## config.mk

```make
export PLATFORM = sky130hd
export DESIGN_NAME = vga_color_encoder
export DESIGN_NICKNAME = d
export VERILOG_FILES = /design/src/rtl/vga_color_encoder.sv
export SDC_FILE = /design/constraint.sdc
export NUM_CORES = 1
export LEC_CHECK = 0
export ABC_AREA = 0
export ABC_CLOCK_PERIOD_IN_PS = 3500
export BUFFER_PORTS_ARGS = -buffer_cell sky130_fd_sc_hd__buf_2
export CAP_MARGIN = 10
export CORE_UTILIZATION = 56
export DETAILED_ROUTE_END_ITERATION = 10
export PLACE_DENSITY = 0.89
export SLEW_MARGIN = 20
export SYNTH_ARGS = -nofsm -noshare
export SYNTH_HDL_FRONTEND = slang
export SYNTH_SLANG_ARGS = --single-unit
export TNS_END_PERCENT = 100
```

## constraint.sdc

```tcl
create_clock -name clk -period 3.5 [get_ports clk]
set_input_delay 0.7 -clock clk [delete_from_list [all_inputs] [get_ports clk]]
set_output_delay 0.7 -clock clk [all_outputs]
set_load 0.01 [all_outputs]
```

## src/rtl/vga_color_encoder.sv

```systemverilog
// vga_color_encoder
//
// Converts a 24-bit RGB pixel stream into 8-bit RGB332 codes through a
// two-stage valid/ready pipeline.
//   S1 holds the pre-processed pixel (dithered and clamped when enabled).
//   S2 holds the quantized code and drives the outputs directly.
// Latency is two cycles from input acceptance to out_valid when out_ready
// stays high. Throughput is one pixel per cycle.
//
// Optional feature: define VGA_COLOR_ENCODER_DITHER_EN to enable 4x4
// ordered (Bayer) dithering. Dithering uses the column and row counters.
// With the macro undefined, channels pass through S1 unchanged.
//
// Ports
//   clk        in   sole clock; all state updates on the rising edge
//   reset      in   asynchronous active-high reset
//   in_color   in   [23:0] pixel {R[23:16], G[15:8], B[7:0]}
//   in_valid   in   in_color / in_sof / in_eol are valid
//   in_ready   out  encoder accepts input this cycle
//   in_sof     in   pixel is the first pixel of a frame
//   in_eol     in   pixel is the last pixel of a line
//   out_code   out  [7:0] RGB332 code {R3, G3, B2}
//   out_valid  out  out_code / out_sof / out_eol are valid
//   out_ready  in   downstream accepts output
//   out_sof    out  in_sof, delayed to line up with the pixel
//   out_eol    out  in_eol, delayed to line up with the pixel

module vga_color_encoder #(
    parameter int X_BITS = 10
) (
    input  logic        clk,
    input  logic        reset,
    input  logic [23:0] in_color,
    input  logic        in_valid,
    output logic        in_ready,
    input  logic        in_sof,
    input  logic        in_eol,
    output logic [7:0]  out_code,
    output logic        out_valid,
    input  logic        out_ready,
    output logic        out_sof,
    output logic        out_eol
);

    logic              s1Valid_q;
    logic [23:0]       s1Color_q;
    logic [23:0]       s1Color_d;
    logic              s1Sof_q;
    logic              s1Eol_q;
    logic              outValid_q;
    logic [7:0]        outCode_q;
    logic [7:0]        outCode_d;
    logic              outSof_q;
    logic              outEol_q;
    logic [X_BITS-1:0] x_q;
    logic [X_BITS-1:0] x_d;
    logic [1:0]        y_q;
    logic [1:0]        y_d;
    logic [X_BITS-1:0] pixX;
    logic [1:0]        pixY;
    logic              s1Load;
    logic              s2Load;
    logic              inAccept;

    // Quantizer: the result is the number of thresholds strictly below the value.
    // Each threshold sits midway between adjacent RGB332 expansion levels,
    // so every expanded code maps back to itself.
    function automatic logic [2:0] quantRG(input logic [7:0] v);
        if (v > 8'd237)      return 3'd7;
        else if (v > 8'd200) return 3'd6;
        else if (v > 8'd164) return 3'd5;
        else if (v > 8'd127) return 3'd4;
        else if (v > 8'd91)  return 3'd3;
        else if (v > 8'd54)  return 3'd2;
        else if (v > 8'd18)  return 3'd1;
        else                 return 3'd0;
    endfunction

    function automatic logic [1:0] quantB(input logic [7:0] v);
        if (v > 8'd212)     return 2'd3;
        else if (v > 8'd127) return 2'd2;
        else if (v > 8'd42)  return 2'd1;
        else                 return 2'd0;
    endfunction

`ifdef VGA_COLOR_ENCODER_DITHER_EN
    logic [3:0]         bayerD;
    logic signed [10:0] offRG;
    logic signed [10:0] offB;

    // 4x4 Bayer matrix, indexed by {row, column}.
    function automatic logic [3:0] bayer(input logic [1:0] row, input logic [1:0] col);
        case ({row, col})
            4'd0:  return 4'd0;
            4'd1:  return 4'd8;
            4'd2:  return 4'd2;
            4'd3:  return 4'd10;
            4'd4:  return 4'd12;
            4'd5:  return 4'd4;
            4'd6:  return 4'd14;
            4'd7:  return 4'd6;
            4'd8:  return 4'd3;
            4'd9:  return 4'd11;
            4'd10: return 4'd1;
            4'd11: return 4'd9;
            4'd12: return 4'd15;
            4'd13: return 4'd7;
            4'd14: return 4'd13;
            default: return 4'd5;
        endcase
    endfunction

    function automatic logic [7:0] clampOffset(input logic [7:0] c, input logic signed [10:0] off);
        logic signed [10:0] sum;
        sum = $signed({3'b000, c}) + off;
        if (sum < 0)               return 8'd0;
        else if (sum > 11'sd255)   return 8'd255;
        else                       return sum[7:0];
    endfunction

    // Dither offsets are centred on zero:
    // R and G get 2d-16 (range -16..+14); B gets 5d-40 (range -40..+35).
    always_comb begin
        bayerD    = bayer(pixY, pixX[1:0]);
        offRG     = $signed({6'b000000, bayerD, 1'b0}) - 11'sd16;
        offB      = $signed({7'b0000000, bayerD} + {5'b00000, bayerD, 2'b00}) - 11'sd40;
        s1Color_d = {clampOffset(in_color[23:16], offRG),
                     clampOffset(in_color[15:8], offRG),
                     clampOffset(in_color[7:0], offB)};
    end
`else
    // Without dithering, channels enter S1 unchanged.
    always_comb begin
        s1Color_d = in_color;
    end
`endif

    // Handshake. S2 advances when its slot is free or is being drained.
    // S1 advances when it is empty or is pushing into S2.
    // in_ready depends combinationally on out_ready, so a full pipe can
    // still accept a pixel in the same cycle it drains one.
    always_comb begin
        s2Load   = !outValid_q || out_ready;
        s1Load   = !s1Valid_q || s2Load;
        inAccept = in_valid && s1Load;
    end

    // Pixel coordinates. A start-of-frame pixel is always (0,0),
    // whatever the counters hold. An end-of-line pixel moves to the
    // next row (mod 4); otherwise the column advances.
    always_comb begin
        pixX = in_sof ? '0 : x_q;
        pixY = in_sof ? 2'd0 : y_q;
        x_d  = x_q;
        y_d  = y_q;
        if (inAccept) begin
            if (in_eol) begin
                x_d = '0;
                y_d = pixY + 2'd1;
            end else begin
                x_d = pixX + 1'b1;
                y_d = pixY;
            end
        end
    end

    always_comb begin
        outCode_d = {quantRG(s1Color_q[23:16]), quantRG(s1Color_q[15:8]), quantB(s1Color_q[7:0])};
    end

    // Pipeline registers and coordinate counters.
    // Reset empties both stages, so any pixel still in flight is discarded.
    always_ff @(posedge clk or posedge reset) begin
        if (reset) begin
            s1Valid_q  <= 1'b0;
            s1Color_q  <= '0;
            s1Sof_q    <= 1'b0;
            s1Eol_q    <= 1'b0;
            outValid_q <= 1'b0;
            outCode_q  <= '0;
            outSof_q   <= 1'b0;
            outEol_q   <= 1'b0;
            x_q        <= '0;
            y_q        <= '0;
        end else begin
            x_q <= x_d;
            y_q <= y_d;
            if (s1Load) begin
                s1Valid_q <= in_valid;
                s1Color_q <= s1Color_d;
                s1Sof_q   <= in_sof;
                s1Eol_q   <= in_eol;
            end
            if (s2Load) begin
                outValid_q <= s1Valid_q;
                outCode_q  <= outCode_d;
                outSof_q   <= s1Sof_q;
                outEol_q   <= s1Eol_q;
            end
        end
    end

    assign in_ready  = s1Load;
    assign out_valid = outValid_q;
    assign out_code  = outCode_q;
    assign out_sof   = outSof_q;
    assign out_eol   = outEol_q;

endmodule

```

==> impl_metrics.xml <==
<?xml version="1.0" encoding="UTF-8"?>
<metrics>
  <group name="clock_tree">
    <metric name="numCtsBuffers" unit="">5</metric>
    <metric name="cts_buffer_depth" unit="">2</metric>
    <metric name="ctsHtreeMaxLevel" unit="">2</metric>
    <metric name="cts_hold_repair.buffers" unit="">0</metric>
    <metric name="postCtsSetupRepairBufs" unit="">0</metric>
    <metric name="clock_insertion_delay_worst_skew" unit="ps">350</metric>
    <metric name="numClockSinks" unit="">38</metric>
    <metric name="clock-root-buffer" unit="">clkbuf_4</metric>
    <metric name="clock_tree_from_tritoncts" unit="">built</metric>
    <metric name="cts.clk_slew.worst_paths" unit="ps">110</metric>
    <metric name="post_cts_resize_count" unit="">0</metric>
  </group>
  <group name="power_and_ir_drop">
    <metric name="vdd.ir_drop.worst" unit="uV">307</metric>
    <metric name="power.static_leakage" unit="nW">0.928</metric>
    <metric name="fin_total_pwr" unit="mW">0.961</metric>
    <metric name="power.density" unit="nW/um^2">476</metric>
  </group>
  <group name="synth">
    <metric name="synth_xor_xnor_area_share" unit="%">0</metric>
    <metric name="post_synth_fa_ha_maj_area_fraction" unit="%">0</metric>
    <metric name="synth_fp_nets" unit="">175</metric>
    <metric name="synth.area.top_cells" unit="">dfrtp_1 55%, mux2_2 16%, nand2_1 2.8%, a211oi_1 2.2%, o21ai_0 2.0%</metric>
    <metric name="synthesis.yosys.warnings" unit="">0</metric>
    <metric name="synth_most_common_cell" unit="">dfrtp_1</metric>
    <metric name="yosysUniqueCellTypes" unit="">32</metric>
    <metric name="seq_area_frac_synth" unit="%">55.2</metric>
    <metric name="synth.cell_area" unit="sq um">1720</metric>
    <metric name="synth-edff-count" unit="">0</metric>
    <metric name="synth_cells" unit="">145</metric>
    <metric name="synth_mux_area_share" unit="%">16.3</metric>
    <metric name="synthSimpleGateAreaFrac" unit="%">9.15</metric>
    <metric name="post-synth-top-area-fraction" unit="%">55.2</metric>
    <metric name="predominant_post_synthesis_flop_cell" unit="">dfrtp_1</metric>
    <metric name="largest_family_of_logic_cells_by_synthesized_area" unit="">compound AO/OA/AOI/OAI gates</metric>
    <metric name="ys_top_cells_by_count" unit="">38 x dfrtp_1, 25 x mux2_2, 13 x nand2_1</metric>
    <metric name="synth_compound_area_share" unit="%">17.1</metric>
    <metric name="yosysTopAreaCell" unit="">dfrtp_1</metric>
    <metric name="syn_area_per_cell" unit="sq um">11.9</metric>
    <metric name="async_reset_ff_share" unit="%">100</metric>
    <metric name="synth.ff_latch_count" unit="">38</metric>
  </group>
  <group name="die">
    <metric name="initial_standard_cell_utilization_of_the_core" unit="%">60.9</metric>
    <metric name="core_area" unit="sq um">2830</metric>
    <metric name="die_area" unit="sq um">3300</metric>
    <metric name="die_h" unit="um">57.5</metric>
    <metric name="top_ports" unit="">42</metric>
    <metric name="rows" unit="">19</metric>
    <metric name="floorplan.die.width" unit="um">57.5</metric>
  </group>
  <group name="setup_path">
    <metric name="critical-path-top-cell-by-count" unit="">buf_4</metric>
    <metric name="critical-path-top-delay-family" unit="">buffers and inverters</metric>
    <metric name="worst_ep_arrival_time" unit="ps">1660</metric>
    <metric name="worstSetupPathDepth" unit="">5</metric>
    <metric name="worst_ep_required_time" unit="ps">2800</metric>
    <metric name="r2r_end" unit="">s1Color_q[13]</metric>
    <metric name="cp_max_fo" unit="">29</metric>
    <metric name="worstReg2RegStart" unit="">out_valid</metric>
    <metric name="crit_start" unit="">out_valid</metric>
    <metric name="rr_worst_depth" unit="">5</metric>
    <metric name="slowest_delay" unit="ps">410</metric>
    <metric name="worstSetupPathType" unit="">reg -&gt; out</metric>
    <metric name="cp_cell_sequence" unit="">nor2b_1, buf_4, nand2_1, buf_4, buf_2</metric>
    <metric name="critical_path.endpoint_type" unit="">output port</metric>
    <metric name="worst-r2r-setup-slack" unit="ps">1870</metric>
    <metric name="timing.critical_path.buf_inv" unit="">3</metric>
    <metric name="timing.critical_path.slowest_stage_cell" unit="">dfrtp_1</metric>
    <metric name="crit_path_end" unit="">in_ready</metric>
    <metric name="crit_path_start_kind" unit="">flop</metric>
  </group>
  <group name="sta">
    <metric name="setup_slack" unit="ps">1140</metric>
    <metric name="unrepaired_setup_endpoints_after_global_routing" unit="">no</metric>
    <metric name="timing.fmax" unit="MHz">423</metric>
    <metric name="finalHoldViolations" unit="">0</metric>
    <metric name="timing_worst_slew_pin_value" unit="ps">455</metric>
    <metric name="finalCriticalPeriod" unit="ps">2360</metric>
    <metric name="finalMaxSlewViolations" unit="">0</metric>
    <metric name="setup_viol" unit="">0</metric>
    <metric name="min_period_over_period" unit="%">67.5</metric>
    <metric name="fin_skew" unit="ps">17.0</metric>
    <metric name="rel_slew_slack" unit="%">69.7</metric>
    <metric name="totalNegativeSetupSlack" unit="ps">0</metric>
  </group>
  <group name="placement">
    <metric name="placed_cell_area" unit="sq um">1960</metric>
    <metric name="io_buffer_count" unit="">41</metric>
    <metric name="post-dp-hpwl" unit="mm">2.38</metric>
    <metric name="globalplace.congestion" unit="">0.929</metric>
    <metric name="dpl_worst_slack" unit="ps">1200</metric>
  </group>
  <group name="grt">
    <metric name="grt_start_max_net_pins" unit="">39</metric>
    <metric name="grt_overflow" unit="">0</metric>
    <metric name="antenna_found_initial" unit="">0</metric>
    <metric name="grt_use_total" unit="%">22.4</metric>
    <metric name="grt_pass1_vias" unit="">1272</metric>
    <metric name="grt_first_pass_wirelength" unit="mm">5.44</metric>
  </group>
  <group name="final_layout">
    <metric name="final_design_area_no_fill" unit="sq um">2020</metric>
    <metric name="multi_input_comb_area" unit="sq um">734</metric>
    <metric name="ant_diodes" unit="">0</metric>
    <metric name="finish.utilization" unit="%">71.4</metric>
    <metric name="area_growth" unit="%">17.2</metric>
    <metric name="nNetsFinal" unit="">219</metric>
    <metric name="final_layout_size_suffix_gt1_share" unit="%">41.6</metric>
    <metric name="final.fill_count" unit="">204</metric>
    <metric name="seqCellArea" unit="sq um">951</metric>
  </group>
  <group name="route">
    <metric name="drt-total-wl" unit="mm">3.27</metric>
    <metric name="detail_route.iter0.violations" unit="">92</metric>
    <metric name="dr_pass1_iterations" unit="">7</metric>
    <metric name="via_per_inst" unit="">5.95</metric>
    <metric name="final_antenna_net_count" unit="">0</metric>
    <metric name="vias" unit="">1316</metric>
    <metric name="routedWlPerCell" unit="um">14.8</metric>
    <metric name="remaining_drc_errors" unit="">5</metric>
  </group>
  <group name="run_status">
    <metric name="failing_checks" unit="">DRC</metric>
    <metric name="status" unit="">finished, violations left</metric>
  </group>
  <group name="flow_run">
    <metric name="drv_cap" unit="">0</metric>
  </group>
  <group name="min_path">
    <metric name="min-delay-path-class" unit="">in -&gt; async</metric>
  </group>
</metrics>
## cell type report
type | instances | area share, %
sequential | 38 | 47.1
timing repair buffer | 44 | 11.3
tap | 31 | 1.92
multi-input combinational | 98 | 36.4
clock buffer | 7 | 2.73
inverter | 2 | 0.372
clock inverter | 1 | 0.248
## per-layer routing
metal / share of wire, % / wire (um) / GRT usage (%) / vias up
li1: - / - / - / 624
met1: 41 / 1360 / 26.5 / 637
met2: 51 / 1680 / 35.9 / 46
met3: 4.9 / 161 / 7.48 / 9
met4: 2.3 / 74 / 12.5 / 0
met5: 0 / 0 / 0 / -
## placed cells by master, fill, tap and decap left out, types with 2 or more instances in the layout
cell,n
a31o_2,2
buf_2,41
o31ai_1,2
o21ai_0,7
mux2_2,25
a211oi_1,5
nand2b_1,4
a21oi_1,2
buf_4,3
nor2_1,8
dfrtp_1,38
nand2_1,13
a21boi_0,2
o21a_1,2
a21o_1,4
clkbuf_4,5
inv_1,2
nand3_1,4
a31oi_1,4
## cell families (layout without fill, tap and decap cells)
kind of cell,Yosys count,count (layout)
AOI/OAI and AO/OA,39,39
muxes,25,25
DFF,38,38
buffers and inverters,9,54
and+or+nand+nor,34,34
## worst reg2reg max path, delay by kind of cell, from the launching register on
kind / cells / cell delay [ps]
buffers and inverters: 2 / 490
flip-flops: 1 / 410
multiplexers: 1 / 390
AND/OR/NAND/NOR: 2 / 210
## registers in the layout (all words and copies together) (netlist names)
register	count
s1Color_q	24
out_eol	1
out_code	8
out_valid	1
s1Valid_q	1
s1Eol_q	1
out_sof	1
s1Sof_q	1
## stage by stage
stage,hold WS [ps],instances
after floorplan,435,145
after global placement,445,213
after detailed placement,449,213
after CTS,453,221
after global routing,464,221
final,434,221
## worst min-delay path by stage
stage                   start            end  slack (ps)  cells past startpoint
floorplan           s1Valid_q      out_valid         430                      1
global placement    s1Valid_q      out_valid         450                      1
detailed placement  s1Valid_q      out_valid         450                      1
CTS                     reset    out_code[5]         450                      3
global route            reset    out_code[1]         460                      3
finish                  reset  s1Color_q[11]         430                      3
## power by group
part | total, mW | switching, mW | internal (mW) | leakage, nW
Sequential | 0.544 | 0.0528 | 0.491 | 0.442
Clock | 0.234 | 0.136 | 0.0973 | 0.0353
Combinational | 0.184 | 0.0870 | 0.0970 | 0.451
Note: power is estimated with default switching activity, not from simulation.
